File: src/rtl/kbd_rx_if.sv
// kbd_rx_if -- host-side bus between the PS/2 keyboard receiver and the
// MMIO read decoder.
//   sig_rd_kb   : pop strobe (host -> receiver), one pulse per byte consumed
//   kb_rdata    : FIFO head byte, show-ahead, 8'h00 when empty
//   kb_ready    : FIFO non-empty
//   kb_overflow : sticky, a good frame was dropped on a full FIFO
//   frame_err   : one-cycle pulse on a rejected or timed-out frame
// Modports: master = host/decoder side, slave = receiver side.

`ifndef KbWidth
`define KbWidth 8
`endif

interface kbd_rx_if;
    logic                 sig_rd_kb;
    logic [`KbWidth-1:0]  kb_rdata;
    logic                 kb_ready;
    logic                 kb_overflow;
    logic                 frame_err;

    modport master (
        output sig_rd_kb,
        input  kb_rdata,
        input  kb_ready,
        input  kb_overflow,
        input  frame_err
    );

    modport slave (
        input  sig_rd_kb,
        output kb_rdata,
        output kb_ready,
        output kb_overflow,
        output frame_err
    );
endinterface

File: src/rtl/kbd_rx.sv
// kbd_rx -- PS/2 keyboard frame receiver with a show-ahead byte FIFO.
//   clk, rst_n         : system clock, async active-low reset
//   ps2_clk, ps2_data  : raw PS/2 lines, asynchronous to clk
//   bus (slave)        : sig_rd_kb in; kb_rdata, kb_ready, kb_overflow,
//                        frame_err out (see kbd_rx_if)
// Parameters: FIFO_DEPTH (power of two, >=2), TIMEOUT (idle clk cycles
// before an in-progress frame is abandoned).
// Build option: define KBD_PARITY_CHK_EN to reject frames with bad odd
// parity; otherwise the parity bit is captured and ignored.
//
// state  | meaning
// IDLE   | waiting for a start bit (falling edge with data=0)
// DATA   | shifting 8 data bits, LSB first
// PARITY | capturing the parity bit
// STOP   | checking stop bit (and parity), push or flag error

`ifndef KbWidth
`define KbWidth 8
`endif

module kbd_rx #(
    parameter int          FIFO_DEPTH = 8,
    parameter logic [15:0] TIMEOUT    = 16'd5000
) (
    input  logic     clk,
    input  logic     rst_n,
    input  logic     ps2_clk,
    input  logic     ps2_data,
    kbd_rx_if.slave  bus
);

    localparam int PTR_W = $clog2(FIFO_DEPTH);
    localparam int CNT_W = PTR_W + 1;

    typedef enum logic [1:0] {IDLE, DATA, PARITY, STOP} state_t;

    // ps2c_sync_q[2] is the extra flop used only for edge detection
    logic [2:0]          ps2c_sync_q, ps2c_sync_d;
    logic [1:0]          ps2d_sync_q, ps2d_sync_d;

    state_t              state_q, state_d;
    logic [2:0]          bit_cnt_q, bit_cnt_d;
    logic [7:0]          shift_q, shift_d;
    logic                par_q, par_d;
    logic [15:0]         tmo_q, tmo_d;
    logic                frame_err_q, frame_err_d;

    logic [PTR_W-1:0]    wr_ptr_q, wr_ptr_d;
    logic [PTR_W-1:0]    rd_ptr_q, rd_ptr_d;
    logic [CNT_W-1:0]    count_q, count_d;
    logic                ovf_q, ovf_d;
    logic [7:0]          mem_q [FIFO_DEPTH];

    logic                fall;
    logic                din;
    logic                par_odd;
    logic                par_ok;
    logic                push;
    logic                pop;
    logic                full;
    logic                do_wr;

    assign ps2c_sync_d = {ps2c_sync_q[1:0], ps2_clk};
    assign ps2d_sync_d = {ps2d_sync_q[0], ps2_data};

    assign fall    = ps2c_sync_q[2] & ~ps2c_sync_q[1];
    assign din     = ps2d_sync_q[1];
    assign par_odd = ^{shift_q, par_q};

`ifdef KBD_PARITY_CHK_EN
    assign par_ok = par_odd;
`else
    assign par_ok = par_odd | 1'b1;
`endif

    // Frame FSM; the timeout is a down-counter reloaded on every edge
    always_comb begin
        state_d     = state_q;
        bit_cnt_d   = bit_cnt_q;
        shift_d     = shift_q;
        par_d       = par_q;
        tmo_d       = tmo_q;
        frame_err_d = 1'b0;
        push        = 1'b0;

        if (state_q == IDLE) begin
            tmo_d = 16'd0;
            if (fall && !din) begin
                state_d   = DATA;
                bit_cnt_d = 3'd0;
                tmo_d     = TIMEOUT;
            end
        end else if (fall) begin
            tmo_d = TIMEOUT;
            case (state_q)
                DATA: begin
                    shift_d   = {din, shift_q[7:1]};
                    bit_cnt_d = bit_cnt_q + 3'd1;
                    if (bit_cnt_q == 3'd7) begin
                        state_d = PARITY;
                    end
                end
                PARITY: begin
                    par_d   = din;
                    state_d = STOP;
                end
                default: begin
                    state_d   = IDLE;
                    bit_cnt_d = 3'd0;
                    tmo_d     = 16'd0;
                    if (din && par_ok) begin
                        push = 1'b1;
                    end else begin
                        frame_err_d = 1'b1;
                    end
                end
            endcase
        end else if (tmo_q <= 16'd1) begin
            state_d     = IDLE;
            bit_cnt_d   = 3'd0;
            tmo_d       = 16'd0;
            frame_err_d = 1'b1;
        end else begin
            tmo_d = tmo_q - 16'd1;
        end
    end

    // FIFO: a push on a full FIFO still lands when a pop frees the slot
    // in the same cycle; the write then reuses the slot being popped.
    always_comb begin
        pop      = bus.sig_rd_kb && (count_q != '0);
        full     = (count_q == CNT_W'(FIFO_DEPTH));
        do_wr    = push && (!full || pop);
        ovf_d    = ovf_q | (push && full && !pop);
        wr_ptr_d = wr_ptr_q + PTR_W'(do_wr);
        rd_ptr_d = rd_ptr_q + PTR_W'(pop);
        count_d  = count_q + CNT_W'(do_wr) - CNT_W'(pop);
    end

    always_ff @(posedge clk or negedge rst_n) begin
        if (!rst_n) begin
            ps2c_sync_q <= 3'b111;
            ps2d_sync_q <= 2'b11;
            state_q     <= IDLE;
            bit_cnt_q   <= 3'd0;
            shift_q     <= 8'h00;
            par_q       <= 1'b0;
            tmo_q       <= 16'd0;
            frame_err_q <= 1'b0;
            wr_ptr_q    <= '0;
            rd_ptr_q    <= '0;
            count_q     <= '0;
            ovf_q       <= 1'b0;
        end else begin
            ps2c_sync_q <= ps2c_sync_d;
            ps2d_sync_q <= ps2d_sync_d;
            state_q     <= state_d;
            bit_cnt_q   <= bit_cnt_d;
            shift_q     <= shift_d;
            par_q       <= par_d;
            tmo_q       <= tmo_d;
            frame_err_q <= frame_err_d;
            wr_ptr_q    <= wr_ptr_d;
            rd_ptr_q    <= rd_ptr_d;
            count_q     <= count_d;
            ovf_q       <= ovf_d;
        end
    end

    always_ff @(posedge clk) begin
        if (do_wr) begin
            mem_q[wr_ptr_q] <= shift_q;
        end
    end

    assign bus.kb_ready    = (count_q != '0);
    assign bus.kb_rdata    = (count_q != '0) ? mem_q[rd_ptr_q] : 8'h00;
    assign bus.kb_overflow = ovf_q;
    assign bus.frame_err   = frame_err_q;

endmodule

File: src/flat_wrapper.sv
// flat-port wrapper written by rule: the top's interface ports become plain ports
module kbd_rx_flat 
#(
    parameter int          FIFO_DEPTH = 8,
    parameter logic [15:0] TIMEOUT    = 16'd5000
)
  (clk, rst_n, ps2_clk, ps2_data, bus_sig_rd_kb, bus_kb_rdata, bus_kb_ready, bus_kb_overflow, bus_frame_err);
  kbd_rx_if bus_i ();
  input  logic clk;
  input  logic rst_n;
  input  logic ps2_clk;
  input  logic ps2_data;
  input wire logic [$bits(bus_i.sig_rd_kb)-1:0] bus_sig_rd_kb;
  output wire logic [$bits(bus_i.kb_rdata)-1:0] bus_kb_rdata;
  output wire logic [$bits(bus_i.kb_ready)-1:0] bus_kb_ready;
  output wire logic [$bits(bus_i.kb_overflow)-1:0] bus_kb_overflow;
  output wire logic [$bits(bus_i.frame_err)-1:0] bus_frame_err;
  assign bus_i.sig_rd_kb = bus_sig_rd_kb;
  assign bus_kb_rdata = bus_i.kb_rdata;
  assign bus_kb_ready = bus_i.kb_ready;
  assign bus_kb_overflow = bus_i.kb_overflow;
  assign bus_frame_err = bus_i.frame_err;
  kbd_rx #(.FIFO_DEPTH(FIFO_DEPTH), .TIMEOUT(TIMEOUT)) u_core (.clk(clk), .rst_n(rst_n), .ps2_clk(ps2_clk), .ps2_data(ps2_data), .bus(bus_i));
endmodule
File: config.mk
export PLATFORM = sky130hd
export DESIGN_NAME = kbd_rx_flat
export DESIGN_NICKNAME = d
export VERILOG_FILES = /design/src/rtl/kbd_rx_if.sv /design/src/rtl/kbd_rx.sv /design/src/flat_wrapper.sv
export SDC_FILE = /design/constraint.sdc
export NUM_CORES = 1
export LEC_CHECK = 0
export ABC_AREA = 1
export CORE_UTILIZATION = 39
export DETAILED_ROUTE_END_ITERATION = 6
export GPL_ROUTABILITY_DRIVEN = 0
export GPL_TIMING_DRIVEN = 0
export SLEW_MARGIN = 20
export SYNTH_ARGS = -nofsm -noshare
export SYNTH_HDL_FRONTEND = slang
export SYNTH_SLANG_ARGS = --single-unit
File: constraint.sdc
create_clock -name clk -period 5.7 [get_ports clk]
set_clock_uncertainty 0.1 [all_clocks]
set_input_delay 1.425 -clock clk [delete_from_list [all_inputs] [get_ports clk]]
set_output_delay 1.425 -clock clk [all_outputs]
set_load 0.1 [all_outputs]
Yosys cells after proc, flatten, opt, wreduce, memory -nomap -nowiden
Memory sizes are Yosys's and may differ from the RTL's.
Index checks and enable logic that the tools add are counted.
{ "totals": {"ff_bits": 46, "ramBits": 64, "inputBits": 5, "out_inout_bits": 11, "word_cells": 74, "n_memories": 1} }
{ "op_classes": {"add_sub_neg": 6, "order_cmp": 1, "n_eq_ne": 7, "n_mux": 28, "n_bitwise": 4, "reduce_logical": 16} }
{ "memory_table": {"columns": ["name", "words", "word_bits", "rd", "rd_ports_with_merged_regs", "wr", "line", "text"], "rows": [
  ["u_core.mem_q", 8, 8, 1, 0, 1, "kbd_rx.sv:52", "logic [7:0] mem_q [FIFO_DEPTH];"]
]} }
{ "ops": {"columns": ["cell", "n"], "rows": [
  ["$mux 16", 3],
  ["$mux 13", 2],
  ["$le 16x1->1 const B", 1],
  ["$sub 16x1->16 const B", 1],
  ["$mux 3", 4],
  ["$mux 1", 11],
  ["$mux 2", 5],
  ["$reduce_and 3->1", 3],
  ["$mux 8", 1],
  ["$add 3x1->3", 2],
  ["$pmux 3 s2", 1],
  ["$logic_and 1x1->1", 5],
  ["$add 4x1->4", 1],
  ["$eq 4x4->1 const B", 1],
  ["$ne 4x4->1 const B", 1],
  ["$pmux 2 s2", 1],
  ["$reduce_bool 4->1", 1],
  ["$sub 4x1->4", 1],
  ["$add 3x1->3 const B", 1],
  ["$eq 3x3->1 const B", 1],
  ["$logic_not 1->1", 3],
  ["$ne 3x3->1 const B", 1],
  ["$reduce_bool 3->1", 1],
  ["$eq 2x1->1 const B", 1],
  ["8 further kinds", 9]
]} }

Longest topological paths before layout
Gate-level depths: netlist of run 1.
{ "depth": {"depth_word": 8, "ltp_mapped": 11, "depth_no_buf": 11} }

Worst setup path after synthesis of run 1
Ideal clock, no wire load.
{ "synth_timing": {"kind": "register to output", "start": "register u_core.count_q[2]", "end": "output bus_kb_rdata[0]", "arrival_time_ps": 2451, "required_time_ps": 4175, "setup_slack_ps": 1724, "stages_incl_launch_ff": 6, "path_cell_list": "dfrtp_1 inv_1 ha_1 nand3_2 o21ai_0 nor2_1"} }
{ "synth_between": {"elab_chain_cells": 2} }
{ "synth_lines": {"columns": ["item", "line", "text"], "rows": [
  ["start, declared", "kbd_rx.sv:50", "logic [CNT_W-1:0] count_q, count_d;"],
  ["start signal, assigned", "kbd_rx.sv:165", "count_q <= count_d;"],
  ["$reduce_bool 4->1", null, null],
  ["named net bus_kb_ready", "flat_wrapper.sv:15", "output wire logic [$bits(bus_i.kb_ready)-1:0] bus_kb_ready;"],
  ["$mux 8", "kbd_rx.sv:177", "assign bus.kb_rdata = (count_q != '0) ? mem_q[rd_ptr_q] : 8'h00;"],
  ["end, declared", "flat_wrapper.sv:14", "output wire logic [$bits(bus_i.kb_rdata)-1:0] bus_kb_rdata;"]
]} }
The timed path passes the listed nets, and every way through them passes these cells.

Final worst setup path of run 1
{ "layout_timing": {"start": "register u_core.rd_ptr_q[1]", "end": "output bus_kb_rdata[0]"} }
{ "layout_between": {"elab_chain_cells": 2} }
{ "layout_lines": {"columns": ["item", "line", "text"], "rows": [
  ["start, declared", "kbd_rx.sv:49", "logic [PTR_W-1:0] rd_ptr_q, rd_ptr_d;"],
  ["start signal, assigned", "kbd_rx.sv:164", "rd_ptr_q <= rd_ptr_d;"],
  ["$mem_v2 8x8", null, null],
  ["$mux 8", "kbd_rx.sv:177", null]
]} }
No other way between the ends.

==> results by group, run 1 <==
Status
  – Outcome: complete, no violations

Timing
  – Worst slew pin tran: 0.973 ns
  – Final critical path time including I/O delays and setup: 4.46 ns
  – Max frequency: 224 MHz
  – Worst-case headroom to the max-slew limit: 34.9%
  – Hold WS: 0.255 ns
  – Setup repair after global routing missed its margin: false
  – Number of hold violations in the final report: 0
  – Final Slew Violations: 0
  – Finish-stage setup viols: 0
  – Final-layout setup total negative slack: 0 ns
  – Share of the clock period used by the worst path: 78.3%

CTS
  – Clock tree from TritonCTS: yes
  – CTS HTree Levels: 3
  – Max clock buf depth: 2
  – Post-CTS setup repair buffer count: 0
  – Clock latency reported for the late side of the worst-skew pair: 0.35 ns
  – Buffer cell driving the clock tree root: sky130_fd_sc_hd__clkbuf_16
  – Total of cells resized after clock tree synthesis: 0
  – Total CTS buffers: 9
  – Clock transition at path regs: 0.07 ns
  – Num Clock Sinks: 110
  – Post-CTS Hold Buffers: 0

Cells and area
  – Number of fill cells: 1162
  – Layout cell share with drive strength beyond 1: 14.0%
  – Synthesis-to-layout area growth: 14.0%
  – Final standard cell utilization of the core: 46.2%
  – Commonest non-fill, non-tap cells in the layout: 97 x sky130_fd_sc_hd__nor2_1, 64 x sky130_fd_sc_hd__edfxtp_1, 58 x sky130_fd_sc_hd__nand2_1, 41 x sky130_fd_sc_hd__dfrtp_1, 40 x sky130_fd_sc_hd__inv_1
  – Most common cell after layout, fill and taps aside: sky130_fd_sc_hd__nor2_1
  – Final instance count without filler cells: 669
  – Total number of nets in the final design: 520
  – Antenna diode count: 0

Worst setup path
  – Critical-path maximum fanout: 10
  – R2r worst-path depth: 11
  – Critical path class: flip-flop to output pin
  – Worst R2R Start: u_core.count_q[2]
  – Data required time at the worst endpoint: 4.18 ns
  – Nature of the critical path startpoint: flip-flop
  – Worst R2R Setup Slack: 3.13 ns
  – Reg2reg end: u_core.count_q[1]
  – Sort of element at the end of the critical path: output pin
  – Worst EP arrival: 2.94 ns

GRT
  – Number of global-route vias before repair: 3274
  – Antenna violations before repair: 0
  – Pin count of the biggest net entering global routing: 32
  – GR Overflow Total: 0
  – Global-route wire length before repair: 16400 µm
  – Global-route usage over all layers: 16.8%

Worst hold path
  – Worst-case hold path end point: u_core.ps2d_sync_q[1]
  – Start point of the worst min-delay path: u_core.ps2d_sync_q[0]
  – Worst hold-check path type: flip-flop to flip-flop
  – Hold path depth: 0

Floorplanning
  – Full die area: 13100 µm²
  – Placeable core region: 12200 µm²
  – Chip Height: 115 µm
  – Initial core utilization: 40.5%
  – Floorplan die width: 115 µm
  – Row cnt: 40
  – IO Pins: 16

Detailed routing
  – Number of DRC markers in iteration 0: 224
  – WL per Instance: 14.5 µm
  – Antenna viol nets, final: 0
  – Number of vias per cell: 4.81
  – Routed via count: 3218
  – Routed wire length: 9710 µm
  – Residual DRC: 0
  – Detailed Routing Iterations Pass 1: 5

Synthesis
  – Synthesized area divided by synthesized cell count: 10.6 µm²
  – Post-synthesis sequential area ratio: 62.2%
  – Netlist Area Pre-Place: 4950 µm²
  – Synthesized netlist cell count: 469
  – Syn nets: 493
  – Number of warning messages in the yosys log: 0
  – Synthesis-stage register bit count: 110
  – Synth unique cells: 31

Place
  – Number of placed instances, taps included: 653
  – Number of buffer cells added on primary ports: 15
  – Half-perimeter wire length after placement: 6610 µm

Job
  – Max_cap viols: 0
==> metrics by stage <==
step                instance area [µm²]  setup WS, ns
global route                       5650          1.02
global placement                   5310          1.68
detailed placement                 5350          1.65
finish                             5650          1.24
CTS                                5650          1.27
floorplan                          4950          1.72
==> cell type report <==
class                   instances  area, µm²  area share [%]
plain buffers                  12       72.6            1.29
multi-input cells             305       1660            29.4
clock inverters                 4       52.6           0.931
well taps                     168        210            3.72
flip-flops and latches        110       3080            54.5
repair buffers                 16        165            2.93
clock buffers                  12        246            4.37
inverters                      42        158            2.79
==> cell families (layout without fill, tap and decap cells) <==
group | count (synthesis) | in the layout | synth area share (%)
fa+ha+maj | 19 | 19 | 4.95
xor+xnor | 12 | 12 | 2.12
buf+inv | 54 | 86 | 4.65
mux | 1 | 1 | 0.227
compound gates | 74 | 74 | 7.99
flops | 110 | 110 | 62.2
simple gates | 199 | 199 | 17.9
==> Yosys cell counts (all sizes together) <==
master  instances  area, µm²
nor2          114        475
o21ai          66        342
edfxtp         64       1920
nand2          64        270
inv            42        158
dfrtp          41       1030
ha             18        225
nand3          11       75.1
buf            10       65.1
a21oi           7       46.3
xnor2           6       52.6
xor2            6       52.6
dfstp           5        131
nand4           5       31.3
nor3            4       20.0
clkbuf          2       7.51
fa              1       20.0
mux2            1       11.3
nor3b           1       12.5
o21bai          1       7.51
==> worst max-delay path by stage <==
stage / startpoint / endpoint / slack, ns / cells past startpoint
6_report: u_core.rd_ptr_q[1] / bus_kb_rdata[0] / 1.24 / 6
5_1_grt: u_core.rd_ptr_q[1] / bus_kb_rdata[6] / 1.02 / 6
4_1_cts: u_core.rd_ptr_q[1] / bus_kb_rdata[0] / 1.27 / 6
3_5_place_dp: u_core.rd_ptr_q[1] / bus_kb_rdata[0] / 1.65 / 6
3_3_place_gp: u_core.rd_ptr_q[1] / bus_kb_rdata[6] / 1.68 / 6
2_1_floorplan: u_core.count_q[2] / bus_kb_rdata[0] / 1.72 / 5
==> critical path, stage by stage, from the launching register on <==
cell                              delay, ns
sky130_fd_sc_hd__dfrtp_1               0.44
sky130_fd_sc_hd__clkbuf_1              0.41
sky130_fd_sc_hd__o21ai_0               0.19
sky130_fd_sc_hd__o21ai_1               0.16
sky130_fd_sc_hd__nor2_1                0.05
sky130_fd_sc_hd__nor2_1                0.18
sky130_fd_sc_hd__clkdlybuf4s50_1       1.15
==> routing by layer <==
layer,wire length (µm),share of wire [%],track usage (%),vias up
met1,4310,44,20.6,1536
met2,4850,50,28.9,60
li1,-,-,-,1604
met4,211,2.2,6.75,0
met5,0,0,0,-
met3,344,3.5,3.49,18
==> state kept, by name, indices dropped and copies added, names as in the netlist <==
signal,cells
u_core.tmo_q,16
u_core.wr_ptr_q,3
u_core.bit_cnt_q,3
u_core.rd_ptr_q,3
u_core.ps2d_sync_q,2
u_core.bus.kb_overflow,1
u_core.bus.frame_err,1
u_core.ps2c_sync_q,3
u_core.mem_q,64
u_core.shift_q,8
u_core.state_q,2
u_core.count_q,4
Power of run 1 is not shown: default switching activity piles up to over one toggle a cycle in this logic, so the estimate is an artifact.
==> run 2: changes to the inputs <==
==> constraint.sdc (replaced) <==
create_clock -name clk -period 4.1 [get_ports clk]
set_clock_uncertainty 0.1 [all_clocks]
set_input_delay 1.025 -clock clk [delete_from_list [all_inputs] [get_ports clk]]
set_output_delay 1.025 -clock clk [all_outputs]
set_load 0.1 [all_outputs]
==> run 2 against run 1 <==
  * Non-clock buffer count unchanged
  * Global-route usage unchanged
  * Largest cell class unchanged
  * Wire length decreased by 0.37%
  * Worst hold slack about the same
  * Sequential cell count unchanged
==> results by group, run 2 (synthesis gave the netlist of run 1 again) <==
Floorplanning
  – Chip Height: 115 µm (unchanged)
  – Full die area: 13100 µm² (unchanged)
  – Initial core utilization: 40.5% (unchanged)
  – Row cnt: 40 (unchanged)
  – Floorplan die width: 115 µm (unchanged)
  – IO Pins: 16 (unchanged)
  – Placeable core region: 12200 µm² (unchanged)

Cells and area
  – Biggest regs: u_core.mem_q: 64 flops, u_core.tmo_q: 16 flops, u_core.shift_q: 8 flops (unchanged)
  – Total number of nets in the final design: 520 (unchanged)
  – Most common cell after layout, fill and taps aside: sky130_fd_sc_hd__nor2_1 (unchanged)
  – Antenna diode count: 0 (unchanged)
  – Synthesis-to-layout area growth: 14.4% (was 14.0%)
  – Max FFs per register: 64 (unchanged)
  – Commonest non-fill, non-tap cells in the layout: 97 x sky130_fd_sc_hd__nor2_1, 64 x sky130_fd_sc_hd__edfxtp_1, 58 x sky130_fd_sc_hd__nand2_1, 41 x sky130_fd_sc_hd__dfrtp_1, 40 x sky130_fd_sc_hd__inv_1 (unchanged)
  – Number of fill cells: 1159 (was 1162)
  – Area taken by flip-flops and latches: 3080 µm² (unchanged)
  – Multi-input gate area: 1660 µm² (unchanged)
  – Layout cell share with drive strength beyond 1: 14.0% (unchanged)
  – Most flop-heavy register: u_core.mem_q (unchanged)

Place
  – Worst slack after detailed placement: 0.453 ns (was 1.65 ns)
  – Number of buffer cells added on primary ports: 15 (unchanged)
  – Half-perimeter wire length after placement: 6610 µm (unchanged)

Detailed routing
  – Antenna viol nets, final: 0 (unchanged)
  – Residual DRC: 0 (unchanged)
  – Routed via count: 3183 (was 3218)
  – Routed wire length: 9670 µm (was 9710 µm)
  – Number of vias per cell: 4.76 (was 4.81)
  – WL per Instance: 14.5 µm (about the same)
  – Number of DRC markers in iteration 0: 211 (was 224)
  – Detailed Routing Iterations Pass 1: 4 (was 5)

Worst setup path
  – R2r worst-path depth: 11 (unchanged)
  – Data required time at the worst endpoint: 2.97 ns (was 4.18 ns)
  – Critical-path maximum fanout: 10 (unchanged)
  – Worst R2R Setup Slack: 1.53 ns (was 3.13 ns)
  – Worst R2R Start: u_core.count_q[2] (unchanged)
  – Nature of the critical path startpoint: flip-flop (unchanged)
  – Worst EP arrival: 2.51 ns (was 2.94 ns)
  – Reg2reg end: u_core.count_q[1] (unchanged)
  – Critical path class: flip-flop to output pin (unchanged)
  – Sort of element at the end of the critical path: output pin (unchanged)

CTS
  – CTS HTree Levels: 3 (unchanged)
  – Max clock buf depth: 2 (unchanged)
  – Num Clock Sinks: 110 (unchanged)
  – Post-CTS setup repair buffer count: 0 (unchanged)
  – Clock transition at path regs: 0.07 ns (about the same)
  – Post-CTS Hold Buffers: 0 (unchanged)
  – Total CTS buffers: 9 (unchanged)
  – Clock tree from TritonCTS: yes (unchanged)
  – Total of cells resized after clock tree synthesis: 0 (unchanged)
  – Clock latency reported for the late side of the worst-skew pair: 0.35 ns (about the same)
  – Buffer cell driving the clock tree root: sky130_fd_sc_hd__clkbuf_16 (unchanged)

Timing
  – Finish-stage setup viols: 0 (unchanged)
  – Worst-case headroom to the max-slew limit: 34.9% (unchanged)
  – Fin worst setup slack: 0.464 ns (was 1.24 ns)
  – Share of the clock period used by the worst path: 88.7%
  – Final Slew Violations: 0 (unchanged)
  – Number of hold violations in the final report: 0 (unchanged)
  – Max frequency: 275 MHz
  – Setup repair after global routing missed its margin: false (unchanged)
  – Worst slew pin tran: 0.973 ns (unchanged)
  – Final critical path time including I/O delays and setup: 3.64 ns
  – Final-layout setup total negative slack: 0 ns (unchanged)

Status
  – Outcome: complete, no violations (unchanged)

GRT
  – Pin count of the biggest net entering global routing: 32 (unchanged)
  – Global-route wire length before repair: 16400 µm (unchanged)
  – Global-route usage over all layers: 16.8% (unchanged)
  – Number of global-route vias before repair: 3274 (unchanged)
  – GR Overflow Total: 0 (unchanged)
  – Antenna violations before repair: 0 (unchanged)

Worst hold path
  – Hold path depth: 0 (unchanged)
  – Start point of the worst min-delay path: u_core.ps2d_sync_q[0] (unchanged)
  – Worst-case hold path end point: u_core.ps2d_sync_q[1] (unchanged)
  – Worst hold-check path type: flip-flop to flip-flop (unchanged)

Job
  – Max_cap viols: 0 (unchanged)
-- run 2: cell count changes in the layout (fill, tap and decap cells not counted) --
cell,previous run,this run
sky130_fd_sc_hd__clkdlybuf4s50_1,14,6
sky130_fd_sc_hd__dlymetal6s2s_1,0,8
-- run 2: critical path: stages, from the launching register on --
cell	delay (ns)
sky130_fd_sc_hd__dfrtp_1	0.44
sky130_fd_sc_hd__clkbuf_1	0.39
sky130_fd_sc_hd__o21ai_0	0.17
sky130_fd_sc_hd__o21ai_1	0.16
sky130_fd_sc_hd__nor2_1	0.05
sky130_fd_sc_hd__nor2_1	0.18
sky130_fd_sc_hd__dlymetal6s2s_1	0.76
-- run 2: layer usage --
metal | share of wire, % | track usage, % | vias up
li1 | - | - | 1604
met5 | 0 | 0 | -
met1 | 43 | 20.6 | 1505
met4 | 2.1 | 6.75 | 0
met3 | 4.7 | 3.49 | 16
met2 | 50 | 28.9 | 58
-- run 2: worst max-delay path by stage --
stage,startpoint,to,slack [ns],cells after the start
floorplan,u_core.count_q[2],bus_kb_rdata[0],0.52,5
global placement,u_core.rd_ptr_q[1],bus_kb_rdata[6],0.48,6
detailed placement,u_core.rd_ptr_q[1],bus_kb_rdata[0],0.45,6
CTS,u_core.rd_ptr_q[1],bus_kb_rdata[0],0.07,6
global route,u_core.rd_ptr_q[1],bus_kb_rdata[6],0.22,6
finish,u_core.rd_ptr_q[1],bus_kb_rdata[0],0.46,6
-- run 2: area by class of cell --
class	count	area share [%]
flip-flops and latches	110	54.4
repair buffers	16	3.27
multi-input cells	305	29.3
inverters	42	2.78
plain buffers	12	1.28
clock inverters	4	0.928
clock buffers	12	4.35
well taps	168	3.71
-- run 2: metrics by stage --
step | hold slack [ns] | cells | util [%] | cell area (µm²)
2_1_floorplan | 0.245 | 469 | - | 4950
3_3_place_gp | 0.246 | 652 | 43.5 | 5310
3_5_place_dp | 0.247 | 653 | 43.8 | 5350
4_1_cts | 0.257 | 669 | 46.2 | 5650
5_1_grt | 0.264 | 669 | 46.4 | 5670
6_report | 0.256 | 669 | 46.4 | 5670
Power of run 2 is left out for the same reason.
